`src/rtl/ifid_buffer.sv`:
```
// Fetch-to-decode 2-entry skid buffer; one-cycle latency from f_* to d_*, no bypass.
// f_ready depends only on registered occupancy, flush beats push/pop; IFID_PERF_CNT_EN adds stall_cnt.
module ifid_buffer #(
  parameter int              DW       = 32,
  parameter logic [DW-1:0]   NOP_WORD = 32'h0000_0000
) (
  input  logic          CLK,
  input  logic          RST,
  input  logic          f_valid,
  input  logic [DW-1:0] f_pc,
  input  logic [DW-1:0] f_next_pc,
  input  logic [DW-1:0] f_ins,
  output logic          f_ready,
  output logic          d_valid,
  output logic [DW-1:0] d_pc,
  output logic [DW-1:0] d_next_pc,
  output logic [DW-1:0] d_ins,
  input  logic          d_ready,
  input  logic          flush,
  output logic [1:0]    occ
`ifdef IFID_PERF_CNT_EN
  ,
  output logic [31:0]   stall_cnt
`endif
);

  typedef struct packed {
    logic [DW-1:0] pc;
    logic [DW-1:0] next_pc;
    logic [DW-1:0] ins;
  } entry_t;

  entry_t     mem [2];
  logic       wr_ptr;
  logic       rd_ptr;
  logic [1:0] count;
  logic       push;
  logic       pop;

  // Gating with RST drops f_ready the instant reset asserts, without waiting for an edge.
  assign f_ready = (count != 2'd2) & RST;
  assign d_valid = (count != 2'd0);
  assign push    = f_valid & f_ready & ~flush;
  assign pop     = d_valid & d_ready & ~flush;
  assign occ     = count;

  always_ff @(posedge CLK or negedge RST) begin
    if (!RST) begin
      count  <= 2'd0;
      wr_ptr <= 1'b0;
      rd_ptr <= 1'b0;
      mem[0] <= '0;
      mem[1] <= '0;
    end else if (flush) begin
      count  <= 2'd0;
      wr_ptr <= 1'b0;
      rd_ptr <= 1'b0;
    end else begin
      if (push) begin
        mem[wr_ptr] <= '{pc: f_pc, next_pc: f_next_pc, ins: f_ins};
        wr_ptr      <= ~wr_ptr;
      end
      if (pop) begin
        rd_ptr <= ~rd_ptr;
      end
      case ({push, pop})
        2'b10:   count <= count + 2'd1;
        2'b01:   count <= count - 2'd1;
        default: count <= count;
      endcase
    end
  end

  // Stale entries stay hidden: an empty buffer always presents a NOP.
  always_comb begin
    d_pc      = '0;
    d_next_pc = '0;
    d_ins     = NOP_WORD;
    if (d_valid) begin
      d_pc      = mem[rd_ptr].pc;
      d_next_pc = mem[rd_ptr].next_pc;
      d_ins     = mem[rd_ptr].ins;
    end
  end

`ifdef IFID_PERF_CNT_EN
  always_ff @(posedge CLK or negedge RST) begin
    if (!RST) begin
      stall_cnt <= '0;
    end else if (f_valid & ~f_ready & ~flush & (stall_cnt != 32'hFFFF_FFFF)) begin
      stall_cnt <= stall_cnt + 32'd1;
    end
  end
`endif

endmodule

```
`config.mk`:
```
export PLATFORM = sky130hd
export DESIGN_NAME = ifid_buffer
export DESIGN_NICKNAME = d
export VERILOG_FILES = /design/src/rtl/ifid_buffer.sv
export SDC_FILE = /design/constraint.sdc
export NUM_CORES = 1
export LEC_CHECK = 0
export CAP_MARGIN = 15
export CORE_MARGIN = 10
export CORE_UTILIZATION = 30
export DETAILED_ROUTE_END_ITERATION = 16
export SLEW_MARGIN = 15
export SYNTH_ARGS = -nofsm -noshare
export SYNTH_HDL_FRONTEND = slang
export SYNTH_SLANG_ARGS = --single-unit
```
`constraint.sdc`:
```
create_clock -name CLK -period 2.2 [get_ports CLK]
set_clock_uncertainty 0.1 [all_clocks]
set_input_delay 0.55 -clock CLK [delete_from_list [all_inputs] [get_ports CLK]]
set_output_delay 0.55 -clock CLK [all_outputs]
set_load 0.005 [all_outputs]
```
==> metrics.md <==
| Metric | Value |
|---|---|
| Dpl cell area | between 10000 and 15000 µm² |
| YS warnings | 0 |
| Nets | 1015 |
| Required @ worst endpoint | 1550 ps |
| Sequential fraction of design power | approximately 48% |
| Internal power component | approximately 7.5 mW |
| Max FO, Critical Path | 5 |
| Row count | 63 |
| Fillcell total | 2788 |
| Peak VDD IR | approximately 420 µV |
| Remaining DRCs | 0 |
| Commonest cells after routing, fill and taps aside | dfrtp_1 (195), mux2_2 (112), clkdlybuf4s50_1 (99) |
| Buffers on Ports | 200 |
| CTS tree | built |
| Fmax | a little over 0.4 GHz |
| RR Startpoint | occ[0]$_DFFE_PN0P_ |
| Critical path class | reg -> out |
| Psw | 2.75 mW |
| Final Max Slew Viols | 0 |
| Status | complete, but fails checks |
| Top FF cell, synth | dfrtp_1 |
| Seq cells post-synth | 196 |
| Share of cells above drive strength 1 | between 40% and 50% |
| DRT iter0 DRCs | 236 |
| HPWL after DPL | 16700 µm |
| Setup violations, final | a little under 90 |
| Commonest non-fill, non-tap cell in the layout | dfrtp_1 |
| CTS buffer count | 17 |
| WL final | about 26000 µm |
| Netlist cell types | 26 |
| Switching portion of total power | 26.8% |
| Core Region | 29800 µm² |
| Post-CTS Hold Buffers | 0 |
| Pin count of the biggest net entering global routing | 115 |
| Routability Congestion | 0.714 |
| Clock Latency Late Sink | about 420 ps |
| CP endpoint kind | primary output |
| Clock slew at reported path FFs | 70 ps |
| Register area share after synthesis | 53.9% |
| Post-synthesis cell area | about 9000 µm² |
| Lkg Pwr | 6.06 nW |
| Tightest Pin Transition | 782 ps |
| Number of flops mapped to enable cells by yosys | 0 |
| Total iterations of the first detailed-routing run | 4 |
| CP startpoint | rd_ptr$_DFFE_PN0P_ |
| Total congestion overflow | 0 |
| I/O pin cnt | 201 |
| Final ANT Viol Nets | 0 |
| Period utilization | 109% |
| Ys async rst share | 100% |
| Clk root buf | clkbuf_16 |
| WHS | 33.4 ps |
| Max-cap viol count | 0 |
| Die H | 194 µm |
| Initial antenna violation count | 0 |
| HP Class | in -> async |
| Slew HR | between 40 and 50% |
| Syn_nets | roughly 750 |
| Comb power frac | 22.7% |
| Design area | about 13000 µm² |
| Vias in the first global route | roughly 6.5k |
| CTS Buffer Depth | 2 |
| Die X | 194 µm |
| Initial Utilization | 30.5% |
| Global-route wire length before repair | 40600 µm |
| Crit path DAT | 1750 ps |
| Failing checks | setup timing |
| H-tree Lvls | 4 |
| CP startpoint kind | flop |
| Die footprint | 37700 µm² |
| Antenna diode count | 0 |
| Final min period | 2400 ps |
| Total clock sinks | approximately 200 |
| Layout Area Growth over Synthesis | 42.1% |
| Post-Syn Instances | 646 |
| Pwr per Cell Area | 793 nW/µm² |
| Avg WL per Cell | 20.1 µm |
| Clk pwr share | 29.3% |
| RSZ-0062 raised after global routing | true |
| Via density | 4.57 |
| Worst setup slack after layout | -204 ps |
| Fin. Hold Viols | 0 |
| Syn avg cell area | between 10 and 15 µm² |
| Via count | 6012 |
| GRT Util Overall | 13.6% |
power by group through the flow:
stage	clock (mW)	sequential, mW	combinational [mW]
finish	3.00	4.91	2.33
global route	3.28	5.03	2.54
CTS	3.12	4.88	2.30
detailed placement	0	4.94	2.24
global placement	0	4.92	2.19
floorplan	0	4.81	1.43
stage by stage:
stage / worst slack (ps) / setup TNS [ps] / instances / power [mW] / util [%]
global placement: -215 / -33290 / 1253 / 7.11 / 40.6
floorplan: 222 / 0 / 646 / 6.24 / -
global route: -278 / -16620 / 1316 / 10.8 / 43.4
detailed placement: -251 / -36380 / 1253 / 7.17 / 40.6
CTS: -272 / -15280 / 1308 / 10.3 / 42.9
finish: -204 / -8840 / 1316 / 10.2 / 43.4
layer usage:
metal	share of wire, %	vias up	wire length, µm	GRT usage [%]
met3	5.3	8	1410	3.75
met2	43	154	11300	19.5
li1	-	2794	-	-
met1	52	3056	13700	20.1
met4	0.52	0	137	2.27
met5	0	-	0	0
path summary, 6_finish.rpt:
| path | end | slack, ps | cells after the start |
|---|---|---|---|
| worst max-delay path | d_pc[20] | -200 | 6 |
| worst min-delay path | occ[1]$_DFFE_PN0P_ | 30 | 2 |
| worst max register to register | mem[38]$_DFFE_PN0P_ | 210 | 8 |
| worst min register to register | mem[162]$_DFFE_PN0P_ | 400 | 1 |
| max in group asynchronous | rd_ptr$_DFFE_PN0P_ | 1110 | 2 |
| min in group CLK | mem[162]$_DFFE_PN0P_ | 400 | 1 |
sequential cells by signal (all words and copies together), names as in the netlist:
signal and flops:
mem 192, rd_ptr 1, wr_ptr 1, occ 2
worst max-delay path: stages, from the launching register on:
cell     delay [ps]
dfrtp_4         510
buf_8           140
buf_8           120
buf_16          140
mux2i_2         150
nor2_2          140
buf_2           140
Yosys cell counts (2+ instances only):
| master | number | area [µm²] |
|---|---|---|
| nor2b_1 | 2 | 12.5 |
| o21ai_0 | 3 | 15.0 |
| nand3b_1 | 2 | 15.0 |
| dfrtp_1 | 196 | 4900 |
| nor2_1 | 98 | 368 |
| nand2_1 | 2 | 7.51 |
| buf_2 | 21 | 105 |
| a21oi_1 | 2 | 10.0 |
| buf_1 | 2 | 7.51 |
| mux2_4 | 80 | 1200 |
| mux2i_1 | 96 | 961 |
| buf_4 | 2 | 15.0 |
| buf_6 | 8 | 90.1 |
| and2_1 | 2 | 12.5 |
| mux2_2 | 112 | 1260 |
| clkbuf_1 | 8 | 30.0 |
layout make-up:
type                       instances  area (µm²)  area share, %
clock buffer                      19         443           3.43
timing repair buffer             290        2890           22.4
inverter                           1        3.75         0.0290
sequential                       196        4910           38.0
tap                              390         488           3.78
multi-input combinational        408        4080           31.5
clock inverter                    12         115          0.891
what timing repair did:
| item | in CTS | in global routing |
|---|---|---|
| resized for setup | 387 | 66 |
| cloned | 12 | 5 |
| setup endpoints to repair | 98 | 98 |
| buffers inserted | 14 | 6 |
| pin swaps | 37 | 42 |
cell families after synthesis:
kind of cell    synth area share (%)
mux                             37.6
flops                           53.9
simple gates                    5.17
buf+inv                         2.76
compound gates                 0.426
xor+xnor                      0.0963
Power figures use the tool's default switching activity.
